**config.mk**
```make
export PLATFORM = sky130hd
export DESIGN_NAME = seq_pattern_gen
export DESIGN_NICKNAME = d
export VERILOG_FILES = /design/src/rtl/seq_pattern_gen.sv
export SDC_FILE = /design/constraint.sdc
export NUM_CORES = 1
export LEC_CHECK = 0
export BUFFER_PORTS_ARGS = -buffer_cell sky130_fd_sc_hd__buf_2
export CAP_MARGIN = 25
export CORE_MARGIN = 2
export CORE_UTILIZATION = 55
export DETAILED_ROUTE_END_ITERATION = 12
export PLACE_DENSITY = 0.82
export RECOVER_POWER = 50
export SYNTH_ARGS = -nofsm -noshare
export SYNTH_HDL_FRONTEND = slang
export SYNTH_SLANG_ARGS = --single-unit
export TNS_END_PERCENT = 30
```
**constraint.sdc**
```tcl
create_clock -name clk -period 2.9 [get_ports clk]
set_input_delay 0.435 -clock clk [delete_from_list [all_inputs] [get_ports clk]]
set_output_delay 0.435 -clock clk [all_outputs]
set_load 0.02 [all_outputs]
```
**src/rtl/seq_pattern_gen.sv**
```systemverilog
// Serial pattern transmitter: sends a captured PAT_W-bit pattern MSB-first, repeat_cnt times,
// with a programmable idle gap between repetitions. All outputs are registered.
module seq_pattern_gen #(
  parameter int PAT_W = 4,
  parameter int CNT_W = 8,
  parameter int GAP_W = 4
) (
  input  logic             clk,
  input  logic             rst,
  input  logic             start,
  input  logic [PAT_W-1:0] pattern,
  input  logic [CNT_W-1:0] repeat_cnt,
  input  logic [GAP_W-1:0] gap,
  input  logic             abort,
  output logic             x_out,
  output logic             x_valid,
  output logic             frame_start,
  output logic             busy,
  output logic             done
);

  localparam int IDX_W = (PAT_W > 1) ? $clog2(PAT_W) : 1;
  localparam logic [IDX_W-1:0] MSB_IDX = IDX_W'(PAT_W - 1);

  typedef enum logic [1:0] {S_IDLE, S_SHIFT, S_GAP, S_DONE} state_e;

  state_e             state_q, state_d;
  logic [PAT_W-1:0]   pat_q, pat_d;
  logic [CNT_W-1:0]   reps_q, reps_d;
  logic [GAP_W-1:0]   gap_q, gap_d;
  logic [GAP_W-1:0]   gap_cnt_q, gap_cnt_d;
  logic [IDX_W-1:0]   idx_q, idx_d;
  logic               x_out_q, x_out_d;
  logic               x_valid_q, x_valid_d;
  logic               frame_start_q, frame_start_d;
  logic               busy_q, busy_d;
  logic               done_q, done_d;

  // NOTE: sequential state uses non-blocking assignments so every register samples pre-edge values.
  always_ff @(posedge clk or negedge rst) begin
    if (!rst) begin
      state_q       <= S_IDLE;
      pat_q         <= '0;
      reps_q        <= '0;
      gap_q         <= '0;
      gap_cnt_q     <= '0;
      idx_q         <= '0;
      x_out_q       <= 1'b0;
      x_valid_q     <= 1'b0;
      frame_start_q <= 1'b0;
      busy_q        <= 1'b0;
      done_q        <= 1'b0;
    end else begin
      state_q       <= state_d;
      pat_q         <= pat_d;
      reps_q        <= reps_d;
      gap_q         <= gap_d;
      gap_cnt_q     <= gap_cnt_d;
      idx_q         <= idx_d;
      x_out_q       <= x_out_d;
      x_valid_q     <= x_valid_d;
      frame_start_q <= frame_start_d;
      busy_q        <= busy_d;
      done_q        <= done_d;
    end
  end

  // NOTE: every signal gets a default at the top so no path leaves it unassigned (no latches).
  always_comb begin
    state_d   = state_q;
    pat_d     = pat_q;
    reps_d    = reps_q;
    gap_d     = gap_q;
    gap_cnt_d = gap_cnt_q;
    idx_d     = idx_q;
    unique case (state_q)
      S_IDLE: begin
        if (start && !abort) begin
          pat_d   = pattern;
          reps_d  = repeat_cnt;
          gap_d   = gap;
          idx_d   = MSB_IDX;
          state_d = (repeat_cnt == '0) ? S_DONE : S_SHIFT;
        end
      end
      S_SHIFT: begin
        if (abort) begin
          state_d = S_IDLE;
        end else if (idx_q != '0) begin
          idx_d = idx_q - IDX_W'(1);
        end else if (reps_q > CNT_W'(1)) begin
          reps_d = reps_q - CNT_W'(1);
          idx_d  = MSB_IDX;
          // A zero gap restarts from the MSB on the very next cycle.
          if (gap_q != '0) begin
            state_d   = S_GAP;
            gap_cnt_d = gap_q - GAP_W'(1);
          end
        end else begin
          reps_d  = reps_q - CNT_W'(1);
          state_d = S_DONE;
        end
      end
      S_GAP: begin
        if (abort) begin
          state_d = S_IDLE;
        end else if (gap_cnt_q == '0) begin
          state_d = S_SHIFT;
        end else begin
          gap_cnt_d = gap_cnt_q - GAP_W'(1);
        end
      end
      S_DONE:  state_d = S_IDLE;
      default: state_d = S_IDLE;
    endcase
  end

  // Outputs are computed from the next state and registered, so they line up with state_q.
  always_comb begin
    x_valid_d     = (state_d == S_SHIFT);
    x_out_d       = x_valid_d & pat_d[idx_d];
    frame_start_d = x_valid_d && (idx_d == MSB_IDX);
    busy_d        = (state_d != S_IDLE);
    done_d        = (state_d == S_DONE);
  end

  assign x_out       = x_out_q;
  assign x_valid     = x_valid_q;
  assign frame_start = frame_start_q;
  assign busy        = busy_q;
  assign done        = done_q;

endmodule

```
# [Word-level counts from Yosys, hierarchy flattened]
# Cells that the tools add are included.
[word_totals] ff_bits=29 out_inout_bits=5
[classes] n_addsub=4 magnitude_cmp=2 eq_ne=13 mux=29 n_bitwise=1 reduce_logical=14
[ops] operator="two-way mux 4 bit" n=8
[ops] operator="two-way mux 2 bit" n=12
[ops] operator="two-way mux 8 bit" n=3
[ops] operator="one-hot mux 8 bit (2 select lines)" n=1
[ops] operator="inequality test 2 bit (second input constant)" n=7
[ops] operator="equality test 2 bit (second input constant)" n=4
[ops] operator="greater-than comparator 8 x 1 -> 1 bit (second input constant)" n=1
[ops] operator="zero test 8 bit" n=1
[ops] operator="one-hot mux 2 bit (4 select lines)" n=1
[ops] operator="one-hot mux 4 bit (2 select lines)" n=1
[ops] operator="nonzero test 2 bit" n=4
[ops] operator="subtractor 4 x 1 -> 4 bit (second input constant)" n=2
[ops] operator="subtractor 8 x 1 -> 8 bit (second input constant)" n=1
[ops] operator="AND reduction 7 bit" n=1
[ops] operator="equality test 2 x 1 -> 1 bit (second input constant)" n=2
[ops] operator="zero test 4 bit" n=1
[ops] operator="one-hot mux 2 bit (2 select lines)" n=1
[ops] operator="AND reduction 4 bit" n=1
[ops] operator="nonzero test 4 bit" n=1
[ops] operator="< comparator 2 x 3 -> 1 bit (second input constant)" n=1
[ops] operator="binary-select mux 1 bit (select 2 bit)" n=1
[ops] operator="logical AND 1 bit" n=2
[ops] operator="zero test 2 bit" n=1
[ops] operator="AND reduction 2 bit" n=1
[ops] operator="4 further kinds" n=4

# [Depth between registers and ports, before layout]
# Gate-level depths: netlist of run 1.
[logic_depth] depth_word=8 mapped_depth=8 ltp_nobuf=7

# [Worst setup path before layout of run 1]
# OpenSTA, ideal clock, no wires.
[synth_path] path_type="register to register" startpoint="reg reps_q[6]" endpoint="reg x_out_q (netlist: x_out)" t_arrival_ps=1975 path_slack_ps=814 path_stages_with_launch=6 n_path_buf=0 synth_period_minus_slack_ps=2086 path_cell_list="dfrtp_1 or3_4 or3_4 a21o_1 a211o_1 a2111oi_2"
[synth_via] elab_chain_len=8 word_cells_on_any_way=13
[synth_rtl] element="start, declared" line="29" text="logic [CNT_W-1:0] reps_q, reps_d;"
[synth_rtl] element="start signal, assigned" line="56" text="reps_q <= reps_d;"
[synth_rtl] element="greater-than comparator 8 x 1 -> 1 bit *" line="91" text="end else if (reps_q > CNT_W'(1)) begin"
[synth_rtl] element="two-way mux 2 bit" line="91"
[synth_rtl] element="two-way mux 2 bit" line="89" text="end else if (idx_q != '0) begin"
[synth_rtl] element="two-way mux 2 bit" line="87" text="if (abort) begin"
[synth_rtl] element="one-hot mux 2 bit (2 select lines)" line="76" text="unique case (state_q)"
[synth_rtl] element="binary-select mux 1 bit (select 2 bit)" line="121" text="x_out_d = x_valid_d & pat_d[idx_d];"
[synth_rtl] element="two-way mux 1 bit (not written as such)" line="121"
[synth_rtl] element="AND 1 bit *" line="121"
[synth_rtl] element="named net x_out_d" line="33" text="logic x_out_q, x_out_d;"
[synth_rtl] element="end signal, assigned" line="60" text="x_out_q <= x_out_d;"
[synth_rtl] element="end, declared" line="33"
# The timed path passes the listed nets; every way through them passes the cells marked *. The select of a mux whose other input is x is not followed.
# A chain may end at the register's enable or synchronous reset.

# [Worst setup path after layout of run 1]
[layout_path] startpoint="reg state_q[1]" endpoint="reg gap_cnt_q[2]"
[layout_via] elab_chain_len=3 word_cells_on_any_way=11
[layout_rtl] element="start, declared" line="27" text="state_e state_q, state_d;"
[layout_rtl] element="start signal, assigned" line="54" text="state_q <= state_d;"
[layout_rtl] element="equality test 2 bit or equality test 2 x 1 -> 1 bit (tied branches)" line="76"
[layout_rtl] element="inequality test 2 bit (no source line) or nonzero test 2 bit (tied branches)"
[layout_rtl] element="AND reduction 7 bit (no source line)"
[layout_rtl] element="end signal, assigned" line="58" text="gap_cnt_q <= gap_cnt_d;"
[layout_rtl] element="end, declared" line="31" text="logic [GAP_W-1:0] gap_cnt_q, gap_cnt_d;"
# Parallel ways exist; a longest one is shown, timed or not.

==> impl_metrics.prom, run 1 <==
# TYPE chip_impl_metric gauge
chip_impl_metric{name="io_buffer_count",unit=""} 24
chip_impl_metric{name="part_of_the_power_in_the_clock_network",unit=""} 0.180
chip_impl_metric{name="finalSetupViolCount",unit=""} 0
chip_impl_info{name="rr_endpoint",value="gap_cnt_q[2]"} 1
chip_impl_metric{name="pwr-share-comb",unit=""} 0.357
chip_impl_metric{name="antennaDiodeCount",unit=""} 0
chip_impl_metric{name="p_sw",unit="W"} 0.000577
chip_impl_metric{name="ir_drop",unit="mV"} 0.630
chip_impl_metric{name="min_period_over_period",unit=""} 0.828
chip_impl_metric{name="total_power",unit="W"} 0.00148
chip_impl_metric{name="clock_buffer_count_from_cts",unit=""} 5
chip_impl_metric{name="setup_ws_pre_cts",unit="ps"} 597
chip_impl_metric{name="yosys_register_bits",unit=""} 29
chip_impl_metric{name="synth_nets",unit=""} 187
chip_impl_metric{name="worst_clock_skew",unit="ps"} 16.4
chip_impl_metric{name="finalCriticalPeriod",unit="ps"} 2400
chip_impl_metric{name="initial_drc_count",unit=""} 77
chip_impl_metric{name="internal_power",unit="W"} 0.000905
chip_impl_metric{name="hpwl_after_dpl",unit="um"} 2640
chip_impl_info{name="clock-root-buffer",value="clkbuf_4"} 1
chip_impl_metric{name="switching_share",unit=""} 0.389
chip_impl_metric{name="post_route_worst_setup_slack",unit="ps"} 499
chip_impl_info{name="cp-endpoint",value="gap_cnt_q[2]"} 1
chip_impl_metric{name="async_flop_share",unit=""} 1.00
chip_impl_metric{name="routed-via-count",unit=""} 1394
chip_impl_metric{name="final_hold_viol_count",unit=""} 0
chip_impl_metric{name="post_route_cells_drive_above_1_share",unit=""} 0.250
chip_impl_info{name="worst_setup_path_end_kind",value="flop"} 1
chip_impl_metric{name="hold_buffers",unit=""} 0
chip_impl_metric{name="worstSkewPairLatency",unit="ps"} 340
chip_impl_metric{name="post_drt_via_cell_ratio",unit=""} 6.25
chip_impl_info{name="crit_path_start_kind",value="flop"} 1
chip_impl_info{name="timing.setup.critical_path_class",value="reg2reg"} 1
chip_impl_info{name="tritoncts",value="built"} 1
chip_impl_metric{name="number_of_distinct_library_cells_after_synthesis",unit=""} 47
chip_impl_metric{name="count_of_flip_flops_with_a_built_in_enable_after_synthesis",unit=""} 0
chip_impl_metric{name="netlist_instances",unit=""} 164
chip_impl_metric{name="placementRows",unit=""} 19
chip_impl_info{name="worstHoldPathType",value="in2reg"} 1
chip_impl_metric{name="synthesis.area",unit="um^2"} 1630
chip_impl_metric{name="placedInstanceArea",unit="um^2"} 1780
chip_impl_metric{name="critical_path.max_fanout",unit=""} 12
chip_impl_metric{name="clk_path_buf_depth",unit=""} 2
chip_impl_metric{name="drtPass1Iterations",unit=""} 4
chip_impl_metric{name="fin_tns_setup",unit="ps"} 0
chip_impl_metric{name="timing.final.max_slew_violations",unit=""} 30
chip_impl_metric{name="grt_start_max_net_pins",unit=""} 30
chip_impl_metric{name="syn-mean-instance-area",unit="um^2"} 9.93
chip_impl_metric{name="r2r_setup_slack",unit="ps"} 500
chip_impl_metric{name="detail-route-antenna-nets",unit=""} 0
chip_impl_metric{name="gp_congestion",unit=""} 0.888
chip_impl_metric{name="slew-limit-headroom",unit=""} -0.0300
chip_impl_metric{name="initial_core_util",unit=""} 0.586
chip_impl_metric{name="synth_sequential_area_ratio",unit=""} 0.445
chip_impl_metric{name="syn2layout_area_growth",unit="%"} 12.7
chip_impl_metric{name="chipWidth",unit="um"} 58.4
chip_impl_metric{name="worst-slew-pin-transition",unit="ps"} 1550
chip_impl_metric{name="leakage_power_summed_over_all_cells",unit="nW"} 0.814
chip_impl_metric{name="core",unit="um^2"} 2780
chip_impl_metric{name="totalWireLength",unit="um"} 3590
chip_impl_metric{name="cp.required",unit="ps"} 3150
chip_impl_metric{name="drcViolationCount",unit=""} 0
chip_impl_metric{name="worst-endpoint-arrival",unit="ps"} 2650
chip_impl_metric{name="grt_pass1_vias",unit=""} 1408
chip_impl_info{name="status",value="finished with violations"} 1
chip_impl_info{name="dominantRegCellSynth",value="dfrtp_1"} 1
chip_impl_info{name="rsz_0062_raised_after_global_routing",value="false"} 1
chip_impl_metric{name="grt_pass1_wl",unit="um"} 6270
chip_impl_metric{name="clock_sinks",unit=""} 29
chip_impl_metric{name="avgRoutedWirePerCell",unit="um"} 16.1
chip_impl_metric{name="track_usage",unit=""} 0.243
chip_impl_metric{name="initial_antenna_violation_count",unit=""} 0
chip_impl_metric{name="design_area",unit="um^2"} 1840
chip_impl_metric{name="fmax",unit="GHz"} 0.416
chip_impl_metric{name="pwr-share-seq",unit=""} 0.463
chip_impl_info{name="failed_checks",value="capacitance limit, slew limit"} 1
chip_impl_metric{name="die_height",unit="um"} 58.4
chip_impl_info{name="worst_r2r_startpoint",value="state_q[1]"} 1
chip_impl_metric{name="post_cts_resized",unit=""} 0
chip_impl_metric{name="boundaryPins",unit=""} 25
chip_impl_metric{name="cap_violations",unit=""} 1
chip_impl_metric{name="cts.repair_timing.setup_buffer_count",unit=""} 0
chip_impl_metric{name="htreeDepth",unit=""} 2
chip_impl_metric{name="path_clk_slew",unit="ps"} 100
chip_impl_metric{name="synth_warnings",unit=""} 0
chip_impl_metric{name="power_density",unit="nW/um^2"} 807
chip_impl_metric{name="reg2regPathDepth",unit=""} 6
chip_impl_metric{name="design.die.area",unit="um^2"} 3410
chip_impl_info{name="crit_path_start",value="state_q[1]"} 1
chip_impl_metric{name="globalRouteOverflowTotal",unit=""} 0
chip_impl_metric{name="net_count_reported_at_finish",unit=""} 214
registers in the layout (all words and copies together), names as in the netlist:
name and flops:
reps_q 8, gap_cnt_q 4, gap_q 4, pat_q 4, idx_q 2, state_q 2
busy 1, done 1, frame_start 1, x_out 1, x_valid 1
power by group through the flow:
stage | Sequential (W) | Combinational (W) | Clock [W]
CTS | 0.000681 | 0.000531 | 0.000275
global placement | 0.000676 | 0.000502 | 0
global route | 0.000706 | 0.000598 | 0.000288
finish | 0.000686 | 0.000530 | 0.000267
floorplan | 0.000659 | 0.000404 | 0
detailed placement | 0.000688 | 0.000527 | 0
cell usage after synthesis, types with 2 or more instances:
master	instances	area [um^2]
nand2b_1	3	18.8
a211o_1	2	17.5
o21ai_0	12	60.1
o211ai_1	2	15.0
ha_1	3	37.5
dfrtp_1	29	726
nor2b_1	4	25.0
mux2_2	8	90.1
a21o_1	2	15.0
mux2i_1	5	50.1
nand3_1	2	10.0
inv_1	4	15.0
nand2_1	5	18.8
clkbuf_1	3	11.3
nor4_1	8	50.1
a21oi_1	7	35.0
nor2_1	17	63.8
o31ai_1	3	22.5
nor3_1	9	45.0
nor3b_1	3	22.5
a2bb2oi_1	3	26.3
a31oi_1	3	18.8
or3_4	2	22.5
o21ba_2	2	20.0
cells by family (layout without fill, tap and decap cells):
logic type | count (synthesis) | count (layout) | share of synthesized area
DFF | 29 | 29 | 0.445
buffers and inverters | 10 | 38 | 0.0261
adders and majority gates | 3 | 3 | 0.0230
muxes | 13 | 13 | 0.0860
AOI/OAI and AO/OA | 47 | 47 | 0.200
and+or+nand+nor | 62 | 62 | 0.220
worst min-delay path by stage:
stage / start / slack [ps] / depth (start not counted) / endpoint
CTS: rst / 130 / 1 / busy
floorplan: rst / 140 / 0 / busy
detailed placement: pat_q[1] / 490 / 1 / pat_q[1]
finish: gap[1] / 330 / 2 / gap_q[1]
global placement: pat_q[2] / 470 / 2 / pat_q[2]
global route: gap[3] / 310 / 2 / gap_q[3]
placed cells by master (no fill, tap or decap), types with 2 or more instances in the layout:
cell type / instances
nand2_1: 5
a31oi_1: 3
mux2i_1: 5
o31ai_1: 3
nor4_1: 8
o211ai_1: 2
a21oi_1: 7
clkbuf_4: 5
ha_1: 3
nor3b_1: 3
nor2b_1: 4
inv_1: 4
mux2_2: 8
buf_4: 2
nor2_1: 17
o21ai_0: 12
nor3_1: 9
dfrtp_1: 29
clkbuf_1: 3
a2bb2oi_1: 3
nand2b_1: 3
nand3_1: 2
a21o_1: 2
a211o_1: 2
buf_2: 21
or3_4: 2
o21ba_2: 2
through the flow:
step,cells,hold WS (ps),util
floorplan,164,139,-
global placement,215,471,0.638
detailed placement,215,492,0.638
CTS,223,129,0.662
global route,223,313,0.660
finish,223,326,0.660
critical path, cell delays in order (launching register included):
cell,delay (ps)
dfrtp_1,610
nor2b_1,430
mux2i_1,380
ha_1,270
o21ai_0,150
nor3_1,270
a2bb2oi_1,190
routing by layer:
metal | routed length (um) | track usage | share of wire | up-vias
li1 | - | - | - | 672
met1 | 1600 | 0.308 | 0.44 | 672
met2 | 1770 | 0.388 | 0.49 | 37
met3 | 127 | 0.0484 | 0.035 | 13
met4 | 94 | 0.133 | 0.026 | 0
met5 | 0 | 0 | 0 | -
final cells by class:
class | instances | area, um^2
inverter | 4 | 15.0
clock inverter | 2 | 13.8
tap | 31 | 38.8
multi-input combinational | 125 | 861
sequential | 29 | 726
clock buffer | 6 | 51.3
timing repair buffer | 26 | 131
fill | 218 | 945
(Power assumes the default switching activity.)
==> run 2, diff against run 1 <==
clock period = 2.4 ns   (was 2.9 ns; I/O delays follow)
==> impl_metrics.prom, run 2 (synthesized netlist as in run 1, its figures left out) <==
# TYPE chip_impl_metric gauge
chip_impl_info{name="crit_path_start",value="state_q[0]"} 1
chip_impl_metric{name="fmax",unit="GHz"} 0.440
chip_impl_metric{name="placedInstanceArea",unit="um^2"} 1800
chip_impl_metric{name="chipWidth",unit="um"} 58.4
chip_impl_metric{name="htreeDepth",unit=""} 2
chip_impl_metric{name="reg2regPathDepth",unit=""} 5
chip_impl_metric{name="post_cts_resized",unit=""} 0
chip_impl_metric{name="post_drt_via_cell_ratio",unit=""} 6.13
chip_impl_metric{name="gp_congestion",unit=""} 0.910
chip_impl_info{name="crit_path_start_kind",value="flop"} 1
chip_impl_info{name="clock-root-buffer",value="clkbuf_4"} 1
chip_impl_info{name="commonest_non_fill_non_tap_cell_in_the_layout",value="dfrtp_1"} 1
chip_impl_metric{name="initial_drc_count",unit=""} 94
chip_impl_metric{name="path_clk_slew",unit="ps"} 90
chip_impl_info{name="rsz_0062_raised_after_global_routing",value="false"} 1
chip_impl_metric{name="cp.required",unit="ps"} 2650
chip_impl_metric{name="track_usage",unit=""} 0.234
chip_impl_metric{name="path_buf_inv",unit=""} 0
chip_impl_metric{name="design_area",unit="um^2"} 1890
chip_impl_metric{name="clk_path_buf_depth",unit=""} 2
chip_impl_metric{name="final_hold_viol_count",unit=""} 0
chip_impl_info{name="status",value="finished with violations"} 1
chip_impl_metric{name="cp.depth",unit=""} 5
chip_impl_info{name="holdCritStartpoint",value="gap[2]"} 1
chip_impl_metric{name="initial_core_util",unit=""} 0.586
chip_impl_metric{name="leakage_power_summed_over_all_cells",unit="nW"} 0.838
chip_impl_metric{name="largest_register_ff_count",unit=""} 8
chip_impl_metric{name="clock_buffer_count_from_cts",unit=""} 5
chip_impl_metric{name="io_buffer_count",unit=""} 24
chip_impl_info{name="timing.setup.critical_path_class",value="reg2reg"} 1
chip_impl_info{name="cp-endpoint",value="gap_cnt_q[3]"} 1
chip_impl_metric{name="critical_path.max_fanout",unit=""} 11
chip_impl_info{name="path_cells",value="nor2b_1 > mux2i_1 > nand3_1 > a2111oi_0 > a2bb2oi_1"} 1
chip_impl_metric{name="post_route_cells_drive_above_1_share",unit=""} 0.267
chip_impl_metric{name="post_route_worst_setup_slack",unit="ps"} 127
chip_impl_metric{name="grt_start_max_net_pins",unit=""} 30
chip_impl_info{name="worstHoldPathType",value="in2reg"} 1
chip_impl_metric{name="min_period_over_period",unit=""} 0.947
chip_impl_metric{name="drtPass1Iterations",unit=""} 4
chip_impl_info{name="failed_checks",value="capacitance limit, slew limit"} 1
chip_impl_metric{name="drcViolationCount",unit=""} 0
chip_impl_metric{name="worstSkewPairLatency",unit="ps"} 340
chip_impl_info{name="rr_endpoint",value="gap_cnt_q[3]"} 1
chip_impl_metric{name="setup_ws_pre_cts",unit="ps"} 146
chip_impl_metric{name="grt_pass1_wl",unit="um"} 6000
chip_impl_metric{name="totalWireLength",unit="um"} 3600
chip_impl_metric{name="fillerInstances",unit=""} 237
chip_impl_metric{name="timing.critical_path.slowest_cell_delay",unit="ps"} 520
chip_impl_metric{name="grt_pass1_vias",unit=""} 1405
chip_impl_metric{name="avgRoutedWirePerCell",unit="um"} 15.9
chip_impl_metric{name="initial_antenna_violation_count",unit=""} 0
chip_impl_metric{name="placementRows",unit=""} 19
chip_impl_metric{name="worst-endpoint-arrival",unit="ps"} 2530
chip_impl_metric{name="hold_buffers",unit=""} 0
chip_impl_metric{name="power_density",unit="nW/um^2"} 1010
chip_impl_metric{name="clock_sinks",unit=""} 29
chip_impl_metric{name="net_count_reported_at_finish",unit=""} 217
chip_impl_metric{name="ir_drop",unit="mV"} 0.781
chip_impl_metric{name="finalCriticalPeriod",unit="ps"} 2270
chip_impl_info{name="layout_common_cells",value="dfrtp_1 (29), buf_2 (21), nor2_1 (17)"} 1
chip_impl_metric{name="worst_clock_skew",unit="ps"} 12.1
chip_impl_metric{name="antennaDiodeCount",unit=""} 0
chip_impl_metric{name="globalRouteOverflowTotal",unit=""} 0
chip_impl_info{name="crit_family",value="compound AO/OA/AOI/OAI gates"} 1
chip_impl_info{name="crit_slowest_cell",value="dfrtp_1"} 1
chip_impl_info{name="worst_setup_path_end_kind",value="flop"} 1
chip_impl_info{name="max_flop_register",value="reps_q"} 1
chip_impl_metric{name="design.die.area",unit="um^2"} 3410
chip_impl_metric{name="routed-via-count",unit=""} 1385
chip_impl_metric{name="finalSetupViolCount",unit=""} 0
chip_impl_metric{name="hpwl_after_dpl",unit="um"} 2600
chip_impl_metric{name="slew-limit-headroom",unit=""} -0.0305
chip_impl_metric{name="detail-route-antenna-nets",unit=""} 0
chip_impl_metric{name="worst-slew-pin-transition",unit="ps"} 1550
chip_impl_metric{name="die_height",unit="um"} 58.4
chip_impl_metric{name="cts.repair_timing.setup_buffer_count",unit=""} 0
chip_impl_metric{name="syn2layout_area_growth",unit="%"} 16.0
chip_impl_metric{name="fin_tns_setup",unit="ps"} 0
chip_impl_metric{name="final.hold.worst_slack",unit="ps"} 247
chip_impl_metric{name="timing.final.max_slew_violations",unit=""} 30
chip_impl_info{name="tritoncts",value="built"} 1
chip_impl_metric{name="core",unit="um^2"} 2780
chip_impl_info{name="worst_r2r_startpoint",value="state_q[0]"} 1
chip_impl_metric{name="cap_violations",unit=""} 1
chip_impl_metric{name="boundaryPins",unit=""} 25
chip_impl_metric{name="r2r_setup_slack",unit="ps"} 130
-- run 2: worst min-delay path by stage --
stage	endpoint	cells past startpoint
floorplan	busy	0
global placement	busy	1
detailed placement	busy	1
CTS	reps_q[0]	1
global route	gap_q[2]	2
finish	gap_q[2]	2
-- run 2: per-layer routing --
metal / global-route usage / routed length [um]
met1: 0.282 / 1540
met2: 0.379 / 1830
met3: 0.0747 / 160
met4: 0.116 / 60
met5: 0 / 0
-- run 2: cell type report --
| cell class | count | area, um^2 | share of cell area |
|---|---|---|---|
| Clock inverter | 1 | 30.0 | 0.0159 |
| Timing Repair Buffer | 29 | 154 | 0.0815 |
| Tap cell | 31 | 38.8 | 0.0205 |
| Multi-Input combinational cell | 125 | 871 | 0.461 |
| Clock buffer | 7 | 55.1 | 0.0291 |
| Inverter | 4 | 15.0 | 0.00795 |
| Sequential cell | 29 | 726 | 0.384 |
-- run 2: per-stage QoR --
stage	power, W	cells	utilization
after floorplan	0.00128	164	-
after global placement	0.00143	218	0.646
after detailed placement	0.00147	218	0.646
after CTS	0.00189	226	0.677
after global routing	0.00204	226	0.679
final	0.00191	226	0.679
-- run 2: power by group --
group | internal, W | switching (W)
combinational | 0.000310 | 0.000357
sequential | 0.000656 | 0.000163
clock | 0.000249 | 0.000173
